### config.mk
export PLATFORM = sky130hd
export DESIGN_NAME = uart_tx_ctrl
export DESIGN_NICKNAME = d
export VERILOG_FILES = /design/src/rtl/uart_tx_ctrl.sv
export SDC_FILE = /design/constraint.sdc
export NUM_CORES = 1
export LEC_CHECK = 0
export BUFFER_PORTS_ARGS = -buffer_cell sky130_fd_sc_hd__buf_2
export CAP_MARGIN = 20
export CORE_MARGIN = 4
export CORE_UTILIZATION = 45
export CTS_CLUSTER_DIAMETER = 50
export DETAILED_ROUTE_END_ITERATION = 12
export PLACE_DENSITY = 0.78
export SYNTH_ARGS = -nofsm -noshare
export SYNTH_HDL_FRONTEND = slang
export SYNTH_SLANG_ARGS = --single-unit
export TNS_END_PERCENT = 1
### constraint.sdc
create_clock -name CLK -period 2.2 [get_ports CLK]
set_input_delay 0.22 -clock CLK [delete_from_list [all_inputs] [get_ports CLK]]
set_output_delay 0.22 -clock CLK [all_outputs]
set_load 0.02 [all_outputs]
### src/rtl/uart_tx_ctrl.sv
// UART transmit frame sequencer: start / LSB-first data / optional parity / stop, one bit per CLK.
// Define UART_TX_TWO_STOP_EN to append a second stop bit (STOP2) to every frame.
module uart_tx_ctrl #(
  parameter int DATA_LENGTH = 8
) (
  input  logic                   CLK,
  input  logic                   RST,
  input  logic [DATA_LENGTH-1:0] P_DATA,
  input  logic                   Data_valid,
  input  logic                   PAR_EN,
  input  logic                   PAR_BIT,
  output logic                   par_calc_en,
  output logic                   TX_OUT,
  output logic                   busy
);

  localparam int CW = (DATA_LENGTH > 1) ? $clog2(DATA_LENGTH) : 1;
  localparam logic [CW-1:0] LAST_BIT = CW'(DATA_LENGTH - 1);

  typedef enum logic [2:0] {
    IDLE,
    START,
    DATA,
    PARITY,
    STOP
`ifdef UART_TX_TWO_STOP_EN
    , STOP2
`endif
  } state_t;

  state_t                 state_reg, state_next;
  logic [DATA_LENGTH-1:0] shift_reg, shift_next;
  logic [CW-1:0]          cnt_reg, cnt_next;
  logic                   par_en_reg, par_en_next;
  logic                   tx_reg, tx_next;
  logic                   busy_reg, busy_next;
  logic                   pce_reg, pce_next;

  // State and datapath registers; outputs are registered copies of the next-state decode.
  always_ff @(posedge CLK or negedge RST) begin
    if (!RST) begin
      state_reg  <= IDLE;
      shift_reg  <= '0;
      cnt_reg    <= '0;
      par_en_reg <= 1'b0;
      tx_reg     <= 1'b1;
      busy_reg   <= 1'b0;
      pce_reg    <= 1'b0;
    end else begin
      state_reg  <= state_next;
      shift_reg  <= shift_next;
      cnt_reg    <= cnt_next;
      par_en_reg <= par_en_next;
      tx_reg     <= tx_next;
      busy_reg   <= busy_next;
      pce_reg    <= pce_next;
    end
  end

  always_comb begin
    state_next = IDLE;
    case (state_reg)
      IDLE:    state_next = Data_valid ? START : IDLE;
      START:   state_next = DATA;
      DATA: begin
        if (cnt_reg == LAST_BIT) state_next = par_en_reg ? PARITY : STOP;
        else                     state_next = DATA;
      end
      PARITY:  state_next = STOP;
`ifdef UART_TX_TWO_STOP_EN
      STOP:    state_next = STOP2;
      STOP2:   state_next = IDLE;
`else
      STOP:    state_next = IDLE;
`endif
      default: state_next = IDLE;
    endcase
  end

  always_comb begin
    tx_next     = 1'b1;
    busy_next   = 1'b0;
    pce_next    = 1'b0;
    shift_next  = shift_reg;
    cnt_next    = cnt_reg;
    par_en_next = par_en_reg;

    case (state_reg)
      IDLE: begin
        if (Data_valid) begin
          shift_next  = P_DATA;
          par_en_next = PAR_EN;
        end
      end
      START:   cnt_next = '0;
      DATA: begin
        shift_next = shift_reg >> 1;
        cnt_next   = cnt_reg + 1'b1;
      end
      default: ;
    endcase

    // Entering DATA from START shows bit 0; each later DATA cycle shows the bit about to be shifted down.
    case (state_next)
      IDLE: begin
        tx_next   = 1'b1;
        busy_next = 1'b0;
      end
      START: begin
        tx_next   = 1'b0;
        busy_next = 1'b1;
        pce_next  = 1'b1;
      end
      DATA: begin
        tx_next   = (state_reg == START) ? shift_reg[0] : shift_reg[1];
        busy_next = 1'b1;
      end
      PARITY: begin
        tx_next   = PAR_BIT;
        busy_next = 1'b1;
      end
      STOP: begin
        tx_next   = 1'b1;
        busy_next = 1'b1;
      end
`ifdef UART_TX_TWO_STOP_EN
      STOP2: begin
        tx_next   = 1'b1;
        busy_next = 1'b1;
      end
`endif
      default: begin
        tx_next   = 1'b1;
        busy_next = 1'b0;
      end
    endcase
  end

  assign TX_OUT      = tx_reg;
  assign busy        = busy_reg;
  assign par_calc_en = pce_reg;

endmodule

==> flow_summary.ini <==
[logic_synthesis]
synth_nets = 103
synth_seq_cells = 18
syn_area_per_cell_sq_um = 9.73
syn_inst = 88
syn_area_sq_um = 856
yosysWarnings = 0
ys_seq_area_frac = 0.528
yosysUniqueCellTypes = 28

[finish]
fin_nets = 120
instances_no_fill = 129
diodes = 0
final_cell_mix = nor2_1 (17), dfrtp_1 (17), buf_2 (15), nand2_1 (9), o22ai_1 (7)
area_delta_synth_final_pct = 13.7
multi_input_area_sq_um = 362
fillCellCount = 171
largest_register_ffs = 8
area.sequential_sq_um = 452
drive_above_1_share = 0.240

[power]
switching_power_w = 0.000533
power.total_w = 0.00135
power.density_nw_per_um2 = 1390
peakVddDrop_uv = 809
seq_power_share = 0.456
cellLeakagePower_nw = 0.451
switching_share = 0.394
p_int_w = 0.000821
p_comb_frac = 0.390
clkPwrFrac = 0.154

[worst_setup_path]
regToRegStartpoint = cnt_reg[1]
crit_start = cnt_reg[1]
path_max_fanout = 3
crit_required_ns = 2.39
end_kind = flip-flop
rr_worst_depth = 6
startpoint_type = flip-flop
crit_type = reg -> reg
cp.arrival_ns = 1.93

[floorplanning]
die_area_sq_um = 2660
die_h_microns = 51.6
die_x_microns = 51.6
ioPinCount = 16
core_area_sq_um = 1760
placementRows = 15
initial_utilization = 0.485

[timing]
skew_ns = 0.00294
hold_viol_final = 0
timing.final.ws_setup_ns = 0.456
worstMarginPinSlew_ns = 0.402
timing.fmax_mhz = 573
hold-worst-slack_ns = 0.105
finalCritPeriodShare = 0.793
rsz0062_at_grt = false
setup_viol = 0
relSlewSlack = 0.732
report.final.slew_viol_count = 0
setup-tns-final_ns = 0
fin_crit_ns = 1.74

[routing]
viasPerCell = 5.04
vias = 650
ant_nets = 0
drc = 0
postRouteWirelength_microns = 1670
wire_per_inst_microns = 12.9
drt_pre_antenna_iters = 4
drtIter0Drc = 2

[global_route]
grt_start_max_net_pins = 19
grt_overflow = 0
track_usage = 0.151
grt_pass1_wl_microns = 2970
grt_pass1_vias = 669
grt_antenna_before_repair = 0

[placed_design]
place_ws_ns = 0.457
place_inst = 124
hpwl_microns = 1270
numPortBuffers = 15
place_congestion = 0.774

[clocking]
cts_sinks = 18
insertion_delay_ns = 0.30
path_clk_slew_ns = 0.10
numCtsBuffers = 3
cts.path.max_buffers = 2
tritoncts = built
root_buffer = clkbuf_4
cts.htree.levels = 1

[hold_path]
holdPathStages = 3
worstHoldPathType = in -> reg
holdCritStartpoint = PAR_EN

[flow_run]
cap_violations = 0

[status]
status = completed
## power groups by stage
stage	clock, W	combinational [W]	sequential (W)
5_1_grt	0.000231	0.000593	0.000641
2_1_floorplan	0	0.000453	0.000596
3_3_place_gp	0	0.000507	0.000616
3_5_place_dp	0	0.000537	0.000622
4_1_cts	0.000214	0.000538	0.000617
6_report	0.000209	0.000528	0.000617
## layout make-up
| cell class | instances | share of cell area |
|---|---|---|
| clock buffers | 4 | 0.0373 |
| inverters | 2 | 0.00771 |
| multi-input cells | 64 | 0.371 |
| flip-flops and latches | 18 | 0.464 |
| well taps | 25 | 0.0321 |
| repair buffers | 16 | 0.0874 |
## final timing paths
check	endpoint	slack (ns)
worst min register to register	shift_reg[6]	0.51
worst max register to register	busy	0.46
max in group asynchronous	TX_OUT	1.52
worst max-delay path	busy	0.46
worst min-delay path	par_en_reg	0.11
min in group asynchronous	shift_reg[1]	0.36
## per-stage QoR
| stage | util | cell area, sq um |
|---|---|---|
| 6_report | 0.552 | 973 |
| 3_3_place_gp | 0.526 | 927 |
| 5_1_grt | 0.552 | 973 |
| 3_5_place_dp | 0.526 | 927 |
| 2_1_floorplan | - | 856 |
| 4_1_cts | 0.552 | 973 |
## worst max-delay path, stage by stage, from the launching register on
cell	delay (ns)
dfrtp_1	0.39
ha_1	0.17
ha_1	0.15
nor2b_1	0.25
o21ai_1	0.11
and2_1	0.19
or3_1	0.36
## synth_stat cells
library cell / count / area [sq um]
dfrtp_1: 17 / 425
nand3_1: 1 / 5.00
a21boi_2: 1 / 11.3
nor3_2: 1 / 10.0
a31oi_1: 1 / 6.26
mux2_2: 1 / 11.3
buf_6: 2 / 22.5
a31o_1: 1 / 8.76
or3_1: 1 / 6.26
or4b_1: 1 / 10.0
and2_1: 1 / 6.26
nand2b_1: 3 / 18.8
buf_2: 1 / 5.00
nand2_4: 1 / 11.3
nor3_1: 2 / 10.0
o21ai_1: 1 / 5.00
inv_1: 1 / 3.75
a21oi_1: 2 / 10.0
o21ai_0: 5 / 25.0
ha_1: 2 / 25.0
o22ai_1: 7 / 43.8
nor2b_1: 5 / 31.3
or3b_1: 1 / 8.76
nand2_1: 9 / 33.8
inv_2: 1 / 3.75
dfstp_2: 1 / 26.3
buf_4: 1 / 7.51
nor2_1: 17 / 63.8
## logic make-up (layout without fill, tap and decap cells)
logic type,after synthesis,in the layout,synth area share
and+or+nand+nor,43,43,0.251
AOI/OAI and AO/OA,18,18,0.129
DFF,18,18,0.528
buffers and inverters,6,22,0.0497
adders and majority gates,2,2,0.0292
muxes,1,1,0.0132
## timing repair
action                     in CTS  in global routing
setup endpoints to repair       0                  0
hold buffers                    1                  0
setup buffers                   0                  0
gates resized for setup         0                  0
hold endpoints to repair       17                  0
## per-layer routing
| layer | vias to the layer above | track usage | routed length (microns) |
|---|---|---|---|
| met5 | - | 0 | 0 |
| met3 | 4 | 0.0573 | 109 |
| li1 | 327 | - | - |
| met4 | 0 | 0.0393 | 18 |
| met2 | 15 | 0.256 | 800 |
| met1 | 304 | 0.177 | 741 |
(Power assumes the default switching activity.)
